$ cat config.mk
export PLATFORM = sky130hd
export DESIGN_NAME = io_irq_hub
export DESIGN_NICKNAME = d
export VERILOG_FILES = /design/src/rtl/io_irq_hub.sv
export SDC_FILE = /design/constraint.sdc
export NUM_CORES = 1
export LEC_CHECK = 0
export BUFFER_PORTS_ARGS = -buffer_cell sky130_fd_sc_hd__buf_2
export CAP_MARGIN = 5
export CORE_ASPECT_RATIO = 0.75
export CORE_UTILIZATION = 39
export DETAILED_ROUTE_END_ITERATION = 7
export PLACE_DENSITY = 0.81
export SLEW_MARGIN = 25
export SYNTH_ARGS = -nofsm -noshare
export SYNTH_HDL_FRONTEND = slang
export SYNTH_SLANG_ARGS = --single-unit
$ cat constraint.sdc
create_clock -name clock -period 1.5 [get_ports clock]
set_clock_uncertainty 0.1 [all_clocks]
set_input_delay 0.075 -clock clock [delete_from_list [all_inputs] [get_ports clock]]
set_output_delay 0.075 -clock clock [all_outputs]
set_load 0.01 [all_outputs]
$ cat src/rtl/io_irq_hub.sv
// Memory-mapped I/O hub: page-based device strobes, registered read mux,
// and an edge-latched interrupt controller with fixed or rotating priority.
module io_irq_hub #(
    parameter int unsigned CHANNELS    = 4,
    parameter logic [3:0]  BASE_PAGE   = 4'h8,
    parameter bit          ROUND_ROBIN = 1'b0
) (
    input  logic                     clock,
    input  logic                     reset,
    input  logic [15:0]              cpu_waddr,
    input  logic [15:0]              cpu_wdata,
    input  logic                     cpu_wenable,
    input  logic [15:0]              cpu_raddr,
    output logic [15:0]              cpu_rdata,
    output logic                     cpu_irq,
    input  logic                     cpu_irq_ack,
    output logic [2:0]               irq_vector,
    output logic [15:0]              dev_waddr,
    output logic [15:0]              dev_wdata,
    output logic [CHANNELS-1:0]      dev_wenable,
    output logic [15:0]              dev_raddr,
    input  logic [16*CHANNELS-1:0]   dev_rdata,
    input  logic [CHANNELS-1:0]      dev_irq
);

    typedef enum logic {IDLE, SERVICE} state_t;

    state_t              state_q, state_d;
    logic [CHANNELS-1:0] mask_q, mask_d;
    logic [CHANNELS-1:0] pending_q, pending_d;
    logic [CHANNELS-1:0] sync1_q, sync2_q, prev_q;
    logic [CHANNELS-1:0] rise, req, w1c, ack_clr;
    logic [2:0]          active_q, active_d;
    logic [2:0]          rr_q, rr_d;
    logic [2:0]          winner;
    logic                found;
    logic [15:0]         rdata_q, rdata_d;
    logic                hub_we;

    assign dev_waddr  = {4'h0, cpu_waddr[11:0]};
    assign dev_wdata  = cpu_wdata;
    assign dev_raddr  = {4'h0, cpu_raddr[11:0]};
    assign cpu_rdata  = rdata_q;
    assign irq_vector = active_q;
    // Decoded from state so an asynchronous reset drops the request at once.
    assign cpu_irq    = (state_q == SERVICE);

    assign hub_we = cpu_wenable && (cpu_waddr[15:12] == 4'hF);
    assign rise   = sync2_q & ~prev_q;
    assign req    = pending_q & mask_q;

    always_comb begin
        dev_wenable = '0;
        for (int unsigned i = 0; i < CHANNELS; i++) begin
            if (32'(cpu_waddr[15:12]) == 32'(BASE_PAGE) + i)
                dev_wenable[i] = cpu_wenable;
        end
    end

    // Two passes give a circular search beginning at the rotation pointer.
    always_comb begin
        int unsigned start;
        start  = ROUND_ROBIN ? 32'(rr_q) : 0;
        winner = '0;
        found  = 1'b0;
        for (int unsigned j = 0; j < CHANNELS; j++) begin
            if (!found && req[j] && j >= start) begin
                found  = 1'b1;
                winner = 3'(j);
            end
        end
        for (int unsigned j = 0; j < CHANNELS; j++) begin
            if (!found && req[j]) begin
                found  = 1'b1;
                winner = 3'(j);
            end
        end
    end

    always_comb begin
        state_d  = state_q;
        active_d = active_q;
        rr_d     = rr_q;
        ack_clr  = '0;
        case (state_q)
            IDLE: begin
                if (found) begin
                    state_d  = SERVICE;
                    active_d = winner;
                    rr_d     = (32'(winner) == CHANNELS - 1) ? 3'd0 : winner + 3'd1;
                end
            end
            SERVICE: begin
                if (cpu_irq_ack) begin
                    state_d = IDLE;
                    for (int unsigned i = 0; i < CHANNELS; i++) begin
                        if (32'(active_q) == i)
                            ack_clr[i] = 1'b1;
                    end
                end
            end
            default: state_d = IDLE;
        endcase
    end

    always_comb begin
        mask_d = mask_q;
        w1c    = '0;
        if (hub_we && cpu_waddr[11:0] == 12'h000)
            mask_d = cpu_wdata[CHANNELS-1:0];
        if (hub_we && cpu_waddr[11:0] == 12'h001)
            w1c = cpu_wdata[CHANNELS-1:0];
        // A fresh edge outranks any clear landing in the same cycle.
        pending_d = (pending_q & ~(w1c | ack_clr)) | rise;
    end

    always_comb begin
        rdata_d = '0;
        if (cpu_raddr[15:12] == 4'hF) begin
            case (cpu_raddr[11:0])
                12'h000: rdata_d[CHANNELS-1:0] = mask_q;
                12'h001: rdata_d[CHANNELS-1:0] = pending_q;
                12'h002: rdata_d = {state_q == SERVICE, 12'h000, active_q};
                default: rdata_d = '0;
            endcase
        end else begin
            for (int unsigned i = 0; i < CHANNELS; i++) begin
                if (32'(cpu_raddr[15:12]) == 32'(BASE_PAGE) + i)
                    rdata_d = dev_rdata[16*i +: 16];
            end
        end
    end

    always_ff @(posedge clock or negedge reset) begin
        if (!reset) begin
            state_q   <= IDLE;
            mask_q    <= '1;
            pending_q <= '0;
            sync1_q   <= '0;
            sync2_q   <= '0;
            prev_q    <= '0;
            active_q  <= '0;
            rr_q      <= '0;
            rdata_q   <= '0;
        end else begin
            state_q   <= state_d;
            mask_q    <= mask_d;
            pending_q <= pending_d;
            sync1_q   <= dev_irq;
            sync2_q   <= sync1_q;
            prev_q    <= sync2_q;
            active_q  <= active_d;
            rr_q      <= rr_d;
            rdata_q   <= rdata_d;
        end
    end

endmodule

* Word-level counts from Yosys, hierarchy flattened
Index checks and enable logic that the tools add are counted.
** Word-level totals
- Word-level logic and storage cells :: 89
- Bits in registers :: 40
- Bits of input ports :: 120
** Operators by class
- Reductions and logical operators :: 21
- Bitwise gates (word level) :: 8
- Multiplexer cells :: 36
- Equal/unequal tests :: 16
** Operators with widths (number)
- $mux W16 :: 5
- $eq A4 B4 Y1 const B :: 10
- $eq A12 B1 Y1 const B :: 2
- $logic_not A12 Y1 :: 2
- $mux W1 :: 19
- $and A4 B4 Y4 :: 3
- $eq A12 B2 Y1 const B :: 1
- $mux W12 :: 1
- $mux W3 :: 4
- $mux W4 :: 3
- $pmux W4 S3 :: 1
- $logic_and A1 B1 Y1 :: 10
- $not A4 Y4 :: 2
- $or A4 B4 Y4 :: 2
- $logic_not A1 Y1 :: 7
- $eq A3 B2 Y1 const B :: 2
- $mux W2 :: 2
- $eq A3 B1 Y1 const B :: 1
- $logic_not A3 Y1 :: 1
- $pmux W1 S2 :: 1
- $reduce_and A2 Y1 :: 1
- $not A1 Y1 :: 1

* Longest topological paths before layout
Gate-level depths: netlist of the first run.
- Depth in word-level cells :: 25
- Mapped depth :: 5
- Depth with buffers taken out :: 4

* Worst setup path before layout of the first run
OpenSTA, ideal clock, no wires.
- Path kind :: input port to flip-flop
- Start point :: in cpu_waddr[1]
- End point :: reg mask_q[0]
- Arrival :: 1610 ps
- Required time :: 1315 ps
- Stages on the path :: 4
- Path slack :: -294 ps
- Library setup time :: 85 ps
- Cell sequence :: or4b_1 -> or4_4 -> nor2_4 -> mux2_1
** Between the ends
- Word-level cells in the longest chain between the ends :: 2
** Ends and longest elaborated chain
- from (decl) :: line 10 : input logic [15:0] cpu_waddr,
- $logic_not A12 Y1 :: line 109 : if (hub_we && cpu_waddr[11:0] == 12'h000)
- $logic_and A1 B1 Y1 :: line 109
- to (signal assigned) :: line 147 : mask_q <= mask_d;
- to (decl) :: line 29 : logic [CHANNELS-1:0] mask_q, mask_d;
No other way between the ends.
A chain may end at the register's enable or synchronous reset.

* Final worst setup path of the first run
- Start point :: in cpu_waddr[3]
- End point :: reg mask_q[1]
The elaborated chain is that of the path after synthesis.

==> results.cfg, run 1 <==
[run_status]
status = finished, violations left
violations = negative setup slack

[timing]
slew_violations = 0
fmax_ghz = 0.615
min_period_over_period_pct = 108
finalSetupViolCount = 4
setup_ws_ps = -127
min_period_ps = 1630
hold_viol = 0
rsz0062_at_grt = yes

[power_and_ir_drop]
power_frac_comb_pct = 21.6
finalPower_mw = 2.53
power.density_nw_per_um2 = 746
ir_worst_vdd_mv = 0.552
intPower_mw = 1.88
clkPwrFrac_pct = 34.6
p_seq_share_pct = 43.7
p_leak_nw = 1.73
p_sw_share_pct = 25.5
p_sw_mw = 0.644

[cts]
cts_setup_buffers = 0
cts_tree = done
cts_buffers = 5
cts_root_buf = clkbuf_8
cts_max_path_buffers = 2
clkLatencyLatePin_ps = 280
cts.sinks = 39
htreeDepth = 2
clk_pin_slew_ps = 80

[place]
place.gp.congestion = 0.774
dp.cells = 425
numPortBuffers = 158
hpwl_um = 5000

[logic_synthesis]
syn-cell-area_um2 = 2290
yosys_warnings = 0
synth_top_area_share_pct = 38.2
synth.yosys.seq_area_share_pct = 42.8
synth_cell_type_count = 35
synth_seq_cells = 39
async_flop_share_pct = 100
synthTopCellsByArea = dfrtp_1 38%, buf_4 16%, mux2_2 6.4%, o22ai_1 4.6%, dfstp_2 4.6%
syn-mean-instance-area_um2 = 9.87
ys.flop_type = dfrtp_1
synth_top_cell_by_area = dfrtp_1
synth_edf_count = 0
syn_inst = 232

[global_route]
overflow = 0
antenna_found_initial = 0
grt_pass1_vias = 2188
grt_util_all_layers_pct = 21.4
grt_pass1_wl_um = 10300
grt_max_degree = 40

[critical_path]
critPathSlowestCell = or4b_4
crit_chain = buf_6 -> or4b_4 -> or4_4 -> nor2_4 -> mux2_4
cp.required_ps = 1620
cp_max_fo = 4
start_kind = primary input
max_stage_delay_ps = 540
arrival_ps = 1740
crit_type = primary input to register
endpoint_kind = register

[die]
start_util_pct = 41.7
coreArea_um2 = 5500
ioPinCount = 192
row_count = 23
dieHeight_um = 68.4
die-width_um = 90.5
dieArea_um2 = 6190

[finish]
drive_gt1_share_pct = 52.2
num-nets-final = 510
antenna_cells = 0
area_growth_pct = 47.7
final_cells = 466

[drt]
first_pass_iters = 4
drc_errors = 0
vias = 2321
routed_wirelength_um = 6930
routed_via_density = 4.98
wl_per_cell_um = 14.9
drt_iter0_drc = 107
ant_nets = 0

[flow_run]
cap_viol_max_count = 0

[min_path]
hp-class = primary input to register
-- critical path, delay by kind of cell --
family,cells,cell delay [ps]
and+or+nand+nor,3,1260
muxes,1,320
buffers and inverters,1,90
-- what timing repair did --
| action | 4_1_cts | 5_1_grt |
|---|---|---|
| hold endpoints to repair | 57 | 0 |
| hold buffers | 33 | 0 |
| resized for setup | 6 | 7 |
| gates cloned | 0 | 0 |
| pin swaps | 3 | 4 |
| setup endpoints to repair | 4 | 8 |
-- metrics by stage --
step	util (%)	setup slack (ps)	hold WS, ps	setup TNS, ps	instance area (µm²)
2_1_floorplan	-	-289	-321	-1220	2330
3_3_place_gp	52.5	-434	50.1	-2400	2890
3_5_place_dp	52.5	-467	50.1	-2520	2890
4_1_cts	61.0	-143	5.56	-563	3350
5_1_grt	61.6	-134	37.9	-517	3380
6_report	61.6	-127	1.94	-499	3380
-- synth_stat cells, drive strengths merged (2+ instances only) --
cell	number
a21oi	3
a22oi	3
and3	3
buf	49
clkbuf	9
dfrtp	35
dfstp	4
inv	6
mux2	17
mux2i	5
mux4	2
nand2	9
nand3	4
nand4	3
nor2	19
nor2b	3
nor4	3
nor4b	2
o21ai	18
o22ai	17
o2bb2ai	2
o31ai	2
or4	5
-- cells in the final DEF (no fill, tap or decap), types with 4 or more instances in the layout --
cell type        n
buf_2          151
buf_4           10
buf_6            5
clkbuf_8         5
conb_1           9
dfrtp_1         35
dfstp_2          4
dlygate4sd3_1   33
inv_1            6
mux2_2          13
mux2_4           4
mux2i_1          5
nand2_1          9
nand3_1          4
nor2_1          18
o21ai_0         17
o22ai_1         17
-- sequential cells by signal, summed over array words and instances (netlist names) --
register / flops
cpu_rdata: 16
mask_q: 4
pending_q: 4
prev_q: 4
sync1_q: 4
sync2_q: 4
irq_vector: 2
cpu_irq: 1
-- metal layers --
metal | wire length (µm) | GRT usage, %
met1 | 2790 | 26.8
met2 | 3650 | 37.9
met3 | 377 | 4.11
met4 | 112 | 7.46
met5 | 0 | 0
-- power by group through the flow --
stage	clock, mW	combinational (mW)	sequential [mW]
after floorplan	0	0.272	1.14
after global placement	0	0.450	1.12
after detailed placement	0	0.461	1.13
after CTS	0.898	0.533	1.10
after global routing	0.948	0.596	1.11
final	0.874	0.547	1.10
-- final cells by class --
cell class / count / area (µm²)
fill: 464 / 2110
timing repair buffer: 201 / 1230
sequential: 39 / 981
multi-input combinational: 137 / 942
tap: 75 / 93.8
clock buffer: 5 / 68.8
clock inverter: 3 / 43.8
inverter: 6 / 22.5
-- cells by family after synthesis --
group                  after synthesis  share of synthesized area [%]
other                                1                          0.164
multiplexers                        24                           12.5
flip-flops                          39                           42.8
buffers and inverters               64                           18.5
AND/OR/NAND/NOR                     54                           12.6
AO/OA/AOI/OAI                       50                           13.4
-- worst paths after layout --
path                                             end  cells after the start  slack [ps]              startpoint
hold / removal               cpu_rdata[12]$_DFF_PN0_                      3           2           dev_rdata[28]
min in group asynchronous     cpu_rdata[5]$_DFF_PN0_                      3         270                   reset
setup reg to reg           irq_vector[0]$_DFFE_PN0P_                      4          80  pending_q[3]$_DFF_PN0_
setup / recovery               mask_q[1]$_DFFE_PN1P_                      5        -130            cpu_waddr[3]
hold reg to reg                 sync2_q[3]$_DFF_PN0_                      0         250    sync1_q[3]$_DFF_PN0_
max in group asynchronous      mask_q[3]$_DFFE_PN1P_                      3         660                   reset
Note: power is estimated with default switching activity, not from simulation.
==> run 2, diff against run 1 <==
--- a/config.mk
+++ b/config.mk
@@ -11,6 +11,7 @@
 export CORE_UTILIZATION = 39
 export DETAILED_ROUTE_END_ITERATION = 7
 export PLACE_DENSITY = 0.81
+export REMOVE_ABC_BUFFERS = 1
 export SLEW_MARGIN = 25
 export SYNTH_ARGS = -nofsm -noshare
 export SYNTH_HDL_FRONTEND = slang
==> run 2 against run 1 <==
Effect of this change:
- the run still ends with negative setup slack left
- utilization shrank 0.36 points
- cell count is 0.21% higher
- combinational power down 2%
- count of clock-buffer cells in the layout up 1
- sequential power barely moved
- hold slack gained 1.6 ps
- critical path type unchanged
==> results.cfg, run 2 (synthesized netlist as in run 1, its figures left out) <==
[power_and_ir_drop]
p_sw_mw = 0.610
p_seq_share_pct = 43.7
power_frac_comb_pct = 21.3
clkPwrFrac_pct = 35.0
p_sw_share_pct = 24.1
finalPower_mw = 2.53
intPower_mw = 1.92
ir_worst_vdd_mv = 0.506
power.density_nw_per_um2 = 752
p_leak_nw = 1.73

[timing]
min_period_over_period_pct = 110
setup_ws_ps = -152
rsz0062_at_grt = yes
slew_violations = 0
min_period_ps = 1650
fmax_ghz = 0.605
hold_viol = 0
finalSetupViolCount = 4

[critical_path]
cp.required_ps = 1620
cp_max_fo = 4
max_stage_delay_ps = 560
start_kind = primary input
critPathSlowestCell = or4_4
cp_num_buf_inv = 1
arrival_ps = 1770
reg2reg_setup_slack_ps = 80
crit_family = simple AND/OR/NAND/NOR gates
crit_type = primary input to register
crit_chain = buf_6 -> or4_4 -> or4_4 -> nor2_4 -> mux2_4
cpMostUsedCell = or4_4
endpoint_kind = register

[die]
die-width_um = 90.5
dieArea_um2 = 6190
coreArea_um2 = 5500
row_count = 23
dieHeight_um = 68.4
ioPinCount = 192
start_util_pct = 41.7

[global_route]
antenna_found_initial = 0
grt_max_degree = 21
grt_pass1_wl_um = 10600
grt_util_all_layers_pct = 22.5
grt_pass1_vias = 2154
overflow = 0

[run_status]
violations = negative setup slack
status = finished, violations left

[drt]
drt_iter0_drc = 107
routed_wirelength_um = 7190
routed_via_density = 5.01
vias = 2341
first_pass_iters = 4
wl_per_cell_um = 15.4
drc_errors = 0
ant_nets = 0

[finish]
largest_register_ffs = 16
layout_common_cells = 156 x buf_2, 35 x dfrtp_1, 31 x dlygate4sd3_1
antenna_cells = 0
area_growth_pct = 46.9
drive_gt1_share_pct = 52.8
final_cell_area_um2 = 3360
final_common_cell = buf_2
num-nets-final = 511
final_core_util_pct = 61.2

[cts]
clkLatencyLatePin_ps = 280
htreeDepth = 2
clk_pin_slew_ps = 80
cts_max_path_buffers = 2
cts_tree = done
cts_root_buf = clkbuf_8
cts.sinks = 39
cts_buffers = 5

[place]
hpwl_um = 5270
place.gp.congestion = 0.836
postPlaceCellArea_um2 = 2890
numPortBuffers = 158
post-place-ws_ps = -472

[min_path]
hp-class = primary input to register

[flow_run]
cap_viol_max_count = 0
==> run 2: final cells by class <==
cell class / count / area, µm²
timing repair buffer: 202 / 1210
clock inverter: 2 / 35.0
tap: 75 / 93.8
multi-input combinational: 137 / 942
clock buffer: 6 / 82.6
sequential: 39 / 981
fill: 494 / 2130
inverter: 6 / 22.5
==> run 2: worst min-delay path: stages <==
cell and delay, ps:
buf_2 80, o22ai_1 70, nor2_1 120
==> run 2: through the flow <==
stage	cells	TNS, ps	hold WS (ps)
global placement	427	-2310	-96.1
finish	467	-598	3.58
global route	467	-655	2.69
CTS	466	-588	1.88
floorplan	182	-1280	-321
detailed placement	427	-2700	-93.2
==> run 2: repair_timing <==
item	CTS	global route
endpoints found under the hold margin	60	0
hold buffers	31	0
pin swaps	3	2
resized for setup	8	1
buffers inserted	0	1
gates cloned	0	0
endpoints found under the setup margin	4	7
==> run 2: power by group through the flow <==
| stage | Clock, mW | Combinational [mW] | Sequential (mW) |
|---|---|---|---|
| 5_1_grt | 0.965 | 0.586 | 1.11 |
| 4_1_cts | 0.913 | 0.529 | 1.11 |
| 6_report | 0.885 | 0.538 | 1.11 |
| 3_3_place_gp | 0 | 0.451 | 1.12 |
| 3_5_place_dp | 0 | 0.461 | 1.13 |
| 2_1_floorplan | 0 | 0.125 | 1.14 |
==> run 2: layer usage <==
| layer | wire [µm] | part of all wire [%] | GRT usage (%) |
|---|---|---|---|
| met1 | 2760 | 38 | 27.2 |
| met2 | 3560 | 50 | 36.4 |
| met3 | 766 | 11 | 10.3 |
| met4 | 101 | 1.4 | 6.65 |
| met5 | 0 | 0 | 0 |
==> run 2: final timing paths <==
check / start / to / cells past startpoint
setup / recovery: cpu_waddr[11] / mask_q[2]$_DFFE_PN1P_ / 5
hold / removal: dev_rdata[28] / cpu_rdata[12]$_DFF_PN0_ / 3
setup reg to reg: pending_q[3]$_DFF_PN0_ / irq_vector[0]$_DFFE_PN0P_ / 4
hold reg to reg: sync1_q[3]$_DFF_PN0_ / sync2_q[3]$_DFF_PN0_ / 0
max in group asynchronous: reset / prev_q[3]$_DFF_PN0_ / 3
min in group asynchronous: reset / pending_q[0]$_DFF_PN0_ / 2
